==> src/rtl/gpio_write_buffer.sv <==
// gpio_write_buffer: queues MEM-stage GPIO stores in a FIFO and delivers each
// one to its output channel over a per-channel valid/ready handshake. Keeps a
// readback shadow of the last value delivered on each channel, and sticky
// flags for stores that were dropped or that hit an unmapped address.
module gpio_write_buffer #(
   parameter int unsigned          DATA_W    = 8,
   parameter int unsigned          ADDR_W    = 32,
   parameter int unsigned          DEPTH     = 8,
   parameter int unsigned          CHANNELS  = 4,
   parameter logic [ADDR_W-1:0]    BASE_ADDR = ADDR_W'(32'h0000_1000),
   localparam int unsigned         CH_W      = (CHANNELS > 1) ? $clog2(CHANNELS) : 1,
   localparam int unsigned         LVL_W     = $clog2(DEPTH + 1)
) (
   input  logic                         clk,
   input  logic                         rst,
   input  logic                         wr_en,
   input  logic [ADDR_W-1:0]            wr_addr,
   input  logic [DATA_W-1:0]            wr_data,
   output logic                         stall,
   output logic [CHANNELS*DATA_W-1:0]   ch_data,
   output logic [CHANNELS-1:0]          ch_valid,
   input  logic [CHANNELS-1:0]          ch_ready,
   input  logic [CH_W-1:0]              rd_ch,
   output logic [DATA_W-1:0]            rd_data,
   output logic [LVL_W-1:0]             level,
   output logic                         err_ovf,
   output logic                         err_addr,
   input  logic                         clr_err
);

   localparam int unsigned PTR_W = $clog2(DEPTH);

   // FIFO storage: the head is read combinationally at rd_ptr_q
   logic [DATA_W-1:0]          mem_data_q [DEPTH];
   logic [CH_W-1:0]            mem_ch_q   [DEPTH];

   logic [PTR_W-1:0]           wr_ptr_q, wr_ptr_d;
   logic [PTR_W-1:0]           rd_ptr_q, rd_ptr_d;
   logic [LVL_W-1:0]           level_q, level_d;

   // Output stage: one-hot valid plus lane-placed data, with the channel index
   logic [CH_W-1:0]            out_ch_q, out_ch_d;
   logic [CHANNELS-1:0]        ch_valid_q, ch_valid_d;
   logic [CHANNELS*DATA_W-1:0] ch_data_q, ch_data_d;

   logic [DATA_W-1:0]          shadow_q [CHANNELS];
   logic [DATA_W-1:0]          shadow_d [CHANNELS];
   logic                       err_ovf_q, err_ovf_d;
   logic                       err_addr_q, err_addr_d;

   logic [ADDR_W-1:0]          offset;
   logic                       in_range;
   logic [CH_W-1:0]            wr_ch;
   logic                       full;
   logic                       empty;
   logic                       handshake;
   logic                       push;
   logic                       pop;
   logic [DATA_W-1:0]          out_data;

   // Address decode, FIFO status and handshake qualification
   always_comb begin
      offset    = wr_addr - BASE_ADDR;
      in_range  = (offset < ADDR_W'(CHANNELS));
      wr_ch     = offset[CH_W-1:0];
      full      = (level_q == LVL_W'(DEPTH));
      empty     = (level_q == '0);
      handshake = |(ch_valid_q & ch_ready);
      push      = wr_en && in_range && !full;
      pop       = (!(|ch_valid_q) || handshake) && !empty;
      out_data  = ch_data_q[32'(out_ch_q) * DATA_W +: DATA_W];
   end

   // Next-state logic for pointers, level, output stage, shadows and flags
   always_comb begin
      wr_ptr_d   = wr_ptr_q;
      rd_ptr_d   = rd_ptr_q;
      level_d    = level_q;
      out_ch_d   = out_ch_q;
      ch_valid_d = ch_valid_q;
      ch_data_d  = ch_data_q;
      shadow_d   = shadow_q;

      if (push) begin
         wr_ptr_d = wr_ptr_q + PTR_W'(1);
      end

      case ({push, pop})
         2'b10:   level_d = level_q + LVL_W'(1);
         2'b01:   level_d = level_q - LVL_W'(1);
         default: level_d = level_q;
      endcase

      if (handshake) begin
         shadow_d[out_ch_q] = out_data;
      end

      if (pop) begin
         rd_ptr_d   = rd_ptr_q + PTR_W'(1);
         out_ch_d   = mem_ch_q[rd_ptr_q];
         ch_valid_d = '0;
         ch_valid_d[mem_ch_q[rd_ptr_q]] = 1'b1;
         ch_data_d  = '0;
         ch_data_d[32'(mem_ch_q[rd_ptr_q]) * DATA_W +: DATA_W] = mem_data_q[rd_ptr_q];
      end else if (handshake) begin
         ch_valid_d = '0;
         ch_data_d  = '0;
      end

      // A set event outranks a simultaneous clear
      err_ovf_d  = (wr_en && in_range && full) || (err_ovf_q && !clr_err);
      err_addr_d = (wr_en && !in_range) || (err_addr_q && !clr_err);
   end

   // State registers; reset discards queued and in-flight data
   always_ff @(posedge clk or negedge rst) begin
      if (!rst) begin
         wr_ptr_q   <= '0;
         rd_ptr_q   <= '0;
         level_q    <= '0;
         out_ch_q   <= '0;
         ch_valid_q <= '0;
         ch_data_q  <= '0;
         for (int k = 0; k < CHANNELS; k++) begin
            shadow_q[k] <= '0;
         end
         err_ovf_q  <= 1'b0;
         err_addr_q <= 1'b0;
      end else begin
         wr_ptr_q   <= wr_ptr_d;
         rd_ptr_q   <= rd_ptr_d;
         level_q    <= level_d;
         out_ch_q   <= out_ch_d;
         ch_valid_q <= ch_valid_d;
         ch_data_q  <= ch_data_d;
         shadow_q   <= shadow_d;
         err_ovf_q  <= err_ovf_d;
         err_addr_q <= err_addr_d;
      end
   end

   // FIFO payload write; contents are meaningless until pushed, so no reset
   always_ff @(posedge clk) begin
      if (push) begin
         mem_data_q[wr_ptr_q] <= wr_data;
         mem_ch_q[wr_ptr_q]   <= wr_ch;
      end
   end

   assign stall    = full;
   assign level    = level_q;
   assign ch_valid = ch_valid_q;
   assign ch_data  = ch_data_q;
   assign rd_data  = shadow_q[rd_ch];
   assign err_ovf  = err_ovf_q;
   assign err_addr = err_addr_q;

endmodule

==> config.mk <==
export PLATFORM = sky130hd
export DESIGN_NAME = gpio_write_buffer
export DESIGN_NICKNAME = d
export VERILOG_FILES = /design/src/rtl/gpio_write_buffer.sv
export SDC_FILE = /design/constraint.sdc
export NUM_CORES = 1
export LEC_CHECK = 0
export CORE_ASPECT_RATIO = 0.75
export CORE_MARGIN = 2
export CORE_UTILIZATION = 35
export CTS_BUF_LIST = sky130_fd_sc_hd__clkbuf_4 sky130_fd_sc_hd__clkbuf_8
export DETAILED_ROUTE_END_ITERATION = 8
export PLACE_DENSITY = 0.53
export SKIP_CTS_REPAIR_TIMING = 1
export SLEW_MARGIN = 40
export SYNTH_ARGS = -nofsm -noshare
export SYNTH_HDL_FRONTEND = slang
export SYNTH_SLANG_ARGS = --single-unit
==> constraint.sdc <==
create_clock -name clk -period 5 [get_ports clk]
set_clock_uncertainty 0.1 [all_clocks]
set_input_delay 0.5 -clock clk [delete_from_list [all_inputs] [get_ports clk]]
set_output_delay 0.5 -clock clk [all_outputs]
set_load 0.01 [all_outputs]
==> impl_metrics.toml, run 1 <==
[layout]
drive_above_1_share_pct = 24.42
n_antenna_cell = 0
area_growth_pct = 25.52
nets = 609
final_area_um2 = 8820

[synth]
ys_types = 50
synthTopCellsByCount = "82 x dfrtp_1, 80 x edfxtp_1, 37 x nand2_1"
synth.net_count = 498
syn_inst = 438
synth_ff_type = "dfrtp_1"
seq_area_frac_synth_pct = 63.39
ys.warnings.count = 0
syn-mean-instance-area_um2 = 16.04
async_flop_share_pct = 50.62
yosysMostFrequentCell = "dfrtp_1"
syn_area_um2 = 7027
yosys-top-cells-area = "edfxtp_1 34%, dfrtp_1 29%, mux4_2 12%"
synth_top_area_share_pct = 34.19
synth_edf_count = 80
yosys_register_bits = 162
yosys.area.top_type = "edfxtp_1"

[setup_path]
worstPathCellList = "mux4_2, mux2i_1, ha_1, nor2b_1, nand4_1, o21ai_0"
rr_endpoint = "ch_data[0]"
r2r_cells = 6
worst-r2r-setup-slack_ns = 1.77
r2r_start = "rd_ptr_q[0]"
worst_setup_path_start_kind = "flip-flop"
crit_required_ns = 5.24
crit_buf_inv = 0
crit_path_max_fanout = 15
cp-end-kind = "flip-flop"
arrival_ns = 3.48
worstSetupPathType = "flip-flop to flip-flop"
crit_slowest_cell = "dfrtp_2"
crit_family = "multiplexers"
cpPeakStageDelay_ns = 0.66

[sta]
finalSetupTns_ns = 0
period_needed_ns = 3.235
clock.fmax_mhz = 309.1
finalCritPeriodShare_pct = 64.70
final_max_slew_viol_count = 0
whs_ns = -0.005400
hold_viol_final = 2
tightest_slew_ns = 0.7912
timing.max_slew.rel_slack_pct = 47.02
finalSetupViolCount = 0
rsz0062_at_grt = "false"

[drt]
drtPass1Iterations = 4
first_iter_violations = 303
remaining_drc_errors = 0
wl_um = 17020
vias = 4157
antenna_left = 0
via_per_inst = 5.107
wl_per_cell_um = 20.91

[power_and_ir_drop]
powerDensity_nw_per_um2 = 296.0
vdd_drop_max_mv = 0.1593
leakage_nw = 3.263

[global_routing]
grt.busiest_layer = "met2"
grt_antenna_before_repair = 0
grt_max_degree = 83
grtUsageMet1_pct = 25.58
gr-usage-all-layers_pct = 17.31
met2_usage_pct = 26.26
use_met3_pct = 3.775
grt_pass1_vias = 4618
grt_pass1_wl_um = 27480
grt-ovfl-total = 0

[die]
die_h_um = 126.7
dieArea_um2 = 21240
coreArea_um2 = 19540
start_util_pct = 35.95
chipWidth_um = 167.6
io_pins = 101
row_count = 44

[clocking]
cts_num_sinks = 162
cts_buffers = 17
cts_tree = "built"
worstSkewPairLatency_ns = 0.44
root_buffer = "clkbuf_8"
cts.clk_slew.worst_paths_ns = 0.08
h-tree-depth = 4
cts_buffer_depth = 2

[outcome]
status = "finished, violations left"
violations = "hold timing"

[place]
place_congestion = 0.7900
port_buffers = 100
post_dp_cell_area_um2 = 8417
dpl.hpwl_um = 12050

[run]
cap_violations = 0

[hold_path]
hp-class = "primary input to async pin"
==> power breakdown <==
| part | internal [mW] | switching [mW] | total (mW) |
|---|---|---|---|
| registers | 1.41 | 0.0138 | 1.42 |
| logic | 0.0944 | 0.125 | 0.220 |
| clock network | 0.514 | 0.452 | 0.966 |
==> state kept, by name, indices dropped and copies added, names as in the netlist, 2 cells and up <==
register    cells
ch_data        32
ch_valid        4
level           4
mem_ch_q       16
mem_data_q     64
out_ch_q        2
rd_ptr_q        3
shadow_q       32
wr_ptr_q        3
==> worst max-delay path by stage <==
stage	slack, ns	endpoint	cells past startpoint	start
after floorplan	1.82	mem_ch_q[0][0]	5	wr_addr[25]
after global placement	1.35	mem_data_q[7][1]	6	wr_addr[25]
after detailed placement	1.31	level[2]	12	wr_addr[25]
after CTS	1.74	ch_data[6]	6	rd_ptr_q[0]
after global routing	1.52	ch_data[7]	6	rd_ptr_q[0]
final	1.77	ch_data[0]	6	rd_ptr_q[0]
==> kinds of logic (layout without fill, tap and decap cells) <==
family          after synthesis  in the layout  synth area share, %
buf+inv                      19            142                1.104
simple gates                105            105                9.348
fa+ha+maj                    10             10                1.781
xor+xnor                     10             10                1.353
compound gates               51             51                4.452
flops                       162            162                63.39
mux                          81             81                18.57
==> through the flow <==
| stage | power, mW | std cells | setup WS, ns | utilization, % |
|---|---|---|---|---|
| floorplan | 1.546 | 438 | 1.818 | - |
| global placement | 1.669 | 783 | 1.349 | 42.81 |
| detailed placement | 1.676 | 783 | 1.307 | 43.07 |
| CTS | 2.639 | 814 | 1.742 | 45.11 |
| global route | 2.722 | 814 | 1.517 | 45.13 |
| finish | 2.611 | 814 | 1.765 | 45.13 |
==> cell usage in the layout (no fill, tap or decap), drive strengths merged, types with 4 or more instances in the layout <==
master         count
clkbuf            27
buf                8
xnor2              5
nand3              4
o21ai             32
edfxtp            80
mux4              36
xor2               5
nor2b              7
nand2             37
nor4              12
clkdlybuf4s50     99
nor4b             10
a22o               7
mux2i             10
nand4              7
a21oi              4
mux2              35
ha                10
dfrtp             82
nor2              11
==> area by class of cell <==
type	count	area [µm²]
fill	1695	10720
clock inverter	5	78.83
inverter	3	11.26
tap	253	316.6
clock buffer	26	320.3
sequential	162	4458
multi-input combinational	257	2570
timing repair buffer	108	1065
==> worst register-to-register path: cells and delay by family (launching register included) <==
kind            cells  cell delay (ns)
flops               1             0.66
mux                 2             1.13
compound gates      1             0.32
simple gates        2             0.53
fa+ha+maj           1             0.40
==> routing by layer <==
metal / up-vias / wire length [µm]
met5: - / 0
met4: 0 / 31
met3: 2 / 828
met2: 97 / 7746
met1: 2135 / 8412
li1: 1923 / -
Note: power is estimated with default switching activity, not from simulation.
==> run 2: changes to the inputs <==
clock period = 3.4 ns   (was 5 ns; I/O delays follow)
==> run 2 against run 1 <==
Net effect:
- the run now ends clean
- cell count is 2.6% higher
- hold slack better by 0.39 ns
- combinational power grew 46%
- routed wire length decreased by 6.0%
- non-clock buffer count is 20 higher
- die area did not move
- count of clock-buffer cells in the layout fell by 8
- largest power group unchanged
==> impl_metrics.toml, run 2 (synthesis results as in run 1) <==
[drt]
via_per_inst = 5.146
drtPass1Iterations = 4
antenna_left = 0
first_iter_violations = 235
remaining_drc_errors = 0
vias = 4297
wl_per_cell_um = 19.16
wl_um = 16000

[setup_path]
worst-r2r-setup-slack_ns = 0.60
worst_setup_path_start_kind = "primary input"
cpPeakStageDelay_ns = 0.53
worstSetupPathType = "primary input to flip-flop"
crit_family = "simple AND/OR/NAND/NOR gates"
r2r_cells = 5
rr_endpoint = "ch_data[31]"
cp-end-kind = "flip-flop"
worstPathCellList = "clkdlybuf4s50_1, nor4_1, xnor2_1, nor4b_2, nand4_1, ha_1, xor2_1, ha_1, a21oi_1, xor2_1, nor2_1, xor2_1"
crit_buf_inv = 1
arrival_ns = 3.19
crit_required_ns = 3.63
crit_slowest_cell = "nor4_1"
r2r_start = "rd_ptr_q[0]"
crit_path_max_fanout = 4
crit_top_cell = "xor2_1"

[power_and_ir_drop]
leakage_nw = 3.355
power.share.clock_pct = 36.8
powerDensity_nw_per_um2 = 428.5
vdd_drop_max_mv = 0.2583
seq_power_share_pct = 54.8
power.internal_mw = 2.893
p_sw_mw = 0.9302
p_sw_share_pct = 24.33
p_comb_share_pct = 8.4

[place]
post_dp_cell_area_um2 = 8513
post-place-ws_ns = -0.01775
place_congestion = 0.7643
port_buffers = 100
dpl.hpwl_um = 11100

[hold_path]
hp-class = "primary input to async pin"

[layout]
largest_register_ffs = 64
final_cell_mix = "99 x clkdlybuf4s50_1, 82 x dfrtp_1, 80 x edfxtp_1, 37 x nand2_1, 36 x mux4_2"
n_antenna_cell = 0
fillCellCount = 1699
area_growth_pct = 26.98
layout_commonest_cell = "clkdlybuf4s50_1"
nets = 629
drive_above_1_share_pct = 26.29
regMostFlops = "mem_data_q"
final_area_um2 = 8922

[global_routing]
grt_pass1_vias = 4528
grt_max_degree = 83
grt-ovfl-total = 0
grt_antenna_before_repair = 0
gr-usage-all-layers_pct = 15.92
grt_pass1_wl_um = 25780

[clocking]
h-tree-depth = 4
cts_tree = "built"
cts.clk_slew.worst_paths_ns = 0.09
cts_buffer_depth = 2
cts_num_sinks = 162
worstSkewPairLatency_ns = 0.45
root_buffer = "clkbuf_8"
cts_buffers = 17

[outcome]
status = "finished, final reports clean"

[die]
chipWidth_um = 167.6
start_util_pct = 35.95
die_h_um = 126.7
io_pins = 101
row_count = 44
dieArea_um2 = 21240
coreArea_um2 = 19540

[sta]
finalSetupViolCount = 0
fin_ws_ns = 0.4372
whs_ns = 0.3834
hold_viol_final = 0
rsz0062_at_grt = "false"
tightest_slew_ns = 0.7750
clock.fmax_mhz = 337.5
timing.max_slew.rel_slack_pct = 48.33
final_max_slew_viol_count = 0
finalCritPeriodShare_pct = 87.14
period_needed_ns = 2.963

[run]
cap_violations = 0
[run 2: cell types whose count changed in the layout (fill, tap and decap cells not counted), moves of 2 or more]
cell        delta
buf_4         +19
clkbuf_8       -3
inv_6          +4
nor4_2         +2
nor4b_4        -2
dfrtp_2        -3
nor4b_2        +2
clkinvlp_4     +4
nor4_4         -2
dfrtp_1        +3
clkbuf_4       -5
[run 2: power by group through the flow]
stage | clock [mW] | sequential (mW) | combinational (mW)
5_1_grt | 1.54 | 2.10 | 0.350
3_5_place_dp | 0 | 2.14 | 0.326
2_1_floorplan | 0 | 2.14 | 0.134
6_report | 1.41 | 2.10 | 0.321
4_1_cts | 1.45 | 2.10 | 0.327
3_3_place_gp | 0 | 2.14 | 0.318
[run 2: cell type report]
cell class	count	area, µm²	area share [%]
inverter	3	11.26	0.1262
sequential	162	4454	49.92
tap	253	316.6	3.548
multi-input combinational	257	2526	28.31
clock inverter	14	155.1	1.739
timing repair buffer	128	1217	13.64
clock buffer	18	241.5	2.706
[run 2: worst reg2reg max path, stage by stage (launching register included)]
cell and delay, ns:
dfrtp_1 0.59, mux4_2 0.58, mux2i_1 0.35, ha_1 0.35, nand3b_1 0.45, o21ai_0 0.29
[run 2: through the flow]
step / TNS, ns / total power, mW / utilization [%] / cells
after CTS: 0 / 3.874 / 45.59 / 834
final: 0 / 3.823 / 45.65 / 835
after floorplan: 0 / 2.274 / - / 438
after detailed placement: -0.01775 / 2.464 / 43.56 / 802
after global routing: 0 / 3.990 / 45.65 / 835
after global placement: 0 / 2.454 / 43.54 / 802
[run 2: routing by layer]
| metal | vias up | routed length [µm] | part of all wire [%] | GRT usage, % |
|---|---|---|---|---|
| met3 | 6 | 348 | 2.2 | 3.151 |
| met1 | 2253 | 7541 | 47 | 21.49 |
| met5 | - | 0 | 0 | 0 |
| li1 | 1982 | - | - | - |
| met4 | 0 | 89 | 0.56 | 4.706 |
| met2 | 56 | 8022 | 50 | 26.36 |
[run 2: worst max path at each step]
stage | from | endpoint | slack [ns] | depth (start not counted)
floorplan | wr_addr[25] | mem_ch_q[0][0] | 0.38 | 5
global placement | wr_addr[25] | level[2] | 0.09 | 12
detailed placement | wr_addr[25] | level[2] | -0.02 | 12
CTS | wr_addr[25] | level[2] | 0.48 | 12
global route | wr_addr[25] | level[2] | 0.25 | 12
finish | wr_addr[25] | level[2] | 0.44 | 12
==> run 3: changes to the inputs <==
CTS_BUF_LIST = sky130_fd_sc_hd__clkbuf_8   (was sky130_fd_sc_hd__clkbuf_4 sky130_fd_sc_hd__clkbuf_8)
==> run 3 against run 2 <==
Net effect:
- sequential share of layout area about the same
- sequential power is essentially flat
- maximum frequency about the same
- sequential cell count unchanged
- total power shrank 0.29%
- via count barely moved
- setup slack about the same
- largest cell class unchanged
- routed wire length did not move
- register-to-register slack hardly changed
- critical endpoint unchanged
- die area unchanged
==> impl_metrics.toml, run 3 (synthesis results as in run 1) <==
[outcome]
status = "finished, final reports clean"

[die]
io_pins = 101
coreArea_um2 = 19540
dieArea_um2 = 21240
row_count = 44
chipWidth_um = 167.6
die_h_um = 126.7
start_util_pct = 35.95

[clocking]
cts_tree = "built"
cts_buffer_depth = 2
cts_buffers = 17
cts.clk_slew.worst_paths_ns = 0.09
h-tree-depth = 4
root_buffer = "clkbuf_8"
worstSkewPairLatency_ns = 0.45
cts_num_sinks = 162

[global_routing]
grt_antenna_before_repair = 0
grt_pass1_wl_um = 25780
grt_pass1_vias = 4528
gr-usage-all-layers_pct = 15.92
grt-ovfl-total = 0
grt_max_degree = 83

[hold_path]
hp-class = "primary input to async pin"

[sta]
finalCritPeriodShare_pct = 87.14
timing.max_slew.rel_slack_pct = 48.33
finalSetupViolCount = 0
hold_viol_final = 0
tightest_slew_ns = 0.7750
rsz0062_at_grt = "false"
whs_ns = 0.3834
clock.fmax_mhz = 337.5
finalSetupTns_ns = 0
period_needed_ns = 2.963
final_max_slew_viol_count = 0

[setup_path]
crit_start = "wr_addr[25]"
worst_setup_path_start_kind = "primary input"
cp-end-kind = "flip-flop"
r2r_cells = 5
worstSetupPathType = "primary input to flip-flop"
r2r_start = "rd_ptr_q[0]"
arrival_ns = 3.19
crit_required_ns = 3.63
crit_path_max_fanout = 4

[drt]
vias = 4296
via_per_inst = 5.145
drtPass1Iterations = 4
remaining_drc_errors = 0
first_iter_violations = 235
antenna_left = 0
wl_per_cell_um = 19.16
wl_um = 16000

[layout]
layout_commonest_cell = "clkdlybuf4s50_1"
final_cell_mix = "99 x clkdlybuf4s50_1, 82 x dfrtp_1, 80 x edfxtp_1, 37 x nand2_1, 36 x mux4_2"
final_area_um2 = 8919
drive_above_1_share_pct = 26.12
area_growth_pct = 26.92
largest_register_ffs = 64
utilization_pct = 45.63
regMostFlops = "mem_data_q"
final_cells = 835
fillCellCount = 1699
n_antenna_cell = 0
nets = 629

[place]
dpl.hpwl_um = 11100
place_congestion = 0.7643
placed_cells = 802
port_buffers = 100
post_dp_cell_area_um2 = 8513

[power_and_ir_drop]
vdd_drop_max_mv = 0.2583
power.internal_mw = 2.882
p_sw_mw = 0.9302
p_comb_share_pct = 8.4
seq_power_share_pct = 55.0
p_sw_share_pct = 24.40
leakage_nw = 3.356
power.share.clock_pct = 36.6
powerDensity_nw_per_um2 = 427.5

[run]
cap_violations = 0
-- run 3: cell types whose count changed in the layout (fill, tap and decap cells not counted), sizes merged --
cell / delta
inv: +1
clkbuf: -1
-- run 3: layout make-up --
type / instances / area (µm²) / area share, %
sequential: 162 / 4454 / 49.94
multi-input combinational: 257 / 2526 / 28.32
timing repair buffer: 128 / 1217 / 13.65
tap: 253 / 316.6 / 3.549
clock buffer: 17 / 234.0 / 2.623
clock inverter: 15 / 158.9 / 1.782
inverter: 3 / 11.26 / 0.1263
-- run 3: path summary, 6_finish.rpt --
check | end | slack (ns)
worst max-delay path | level[2] | 0.44
worst min-delay path | ch_valid[0] | 0.38
worst max register to register | ch_data[31] | 0.60
worst min register to register | err_ovf | 0.40
max in group asynchronous | rd_ptr_q[0] | 2.33
min in group clk | err_ovf | 0.40
-- run 3: layer usage --
layer	routed length [µm]	share of wire [%]	GRT usage, %	vias up
li1	-	-	-	1982
met1	7541	47	21.49	2252
met2	8022	50	26.36	56
met3	348	2.2	3.151	6
met4	89	0.56	4.706	0
met5	0	0	0	-
-- run 3: through the flow --
step / power, mW / worst slack (ns)
final: 3.812 / 0.4372
after global routing: 3.980 / 0.2451
after CTS: 3.863 / 0.4772
after detailed placement: 2.464 / -0.01775
after global placement: 2.454 / 0.09413
after floorplan: 2.274 / 0.3780
-- run 3: power by group through the flow --
| stage | combinational (mW) | clock [mW] | sequential, mW |
|---|---|---|---|
| 2_1_floorplan | 0.134 | 0 | 2.14 |
| 3_3_place_gp | 0.318 | 0 | 2.14 |
| 3_5_place_dp | 0.326 | 0 | 2.14 |
| 4_1_cts | 0.327 | 1.44 | 2.10 |
| 5_1_grt | 0.350 | 1.53 | 2.10 |
| 6_report | 0.321 | 1.40 | 2.10 |
-- run 3: worst max-delay path, stage by stage --
cell	delay [ns]
clkdlybuf4s50_1	0.45
nor4_1	0.53
xnor2_1	0.20
nor4b_2	0.30
nand4_1	0.20
ha_1	0.31
xor2_1	0.18
ha_1	0.20
a21oi_1	0.14
xor2_1	0.15
nor2_1	0.06
xor2_1	0.13
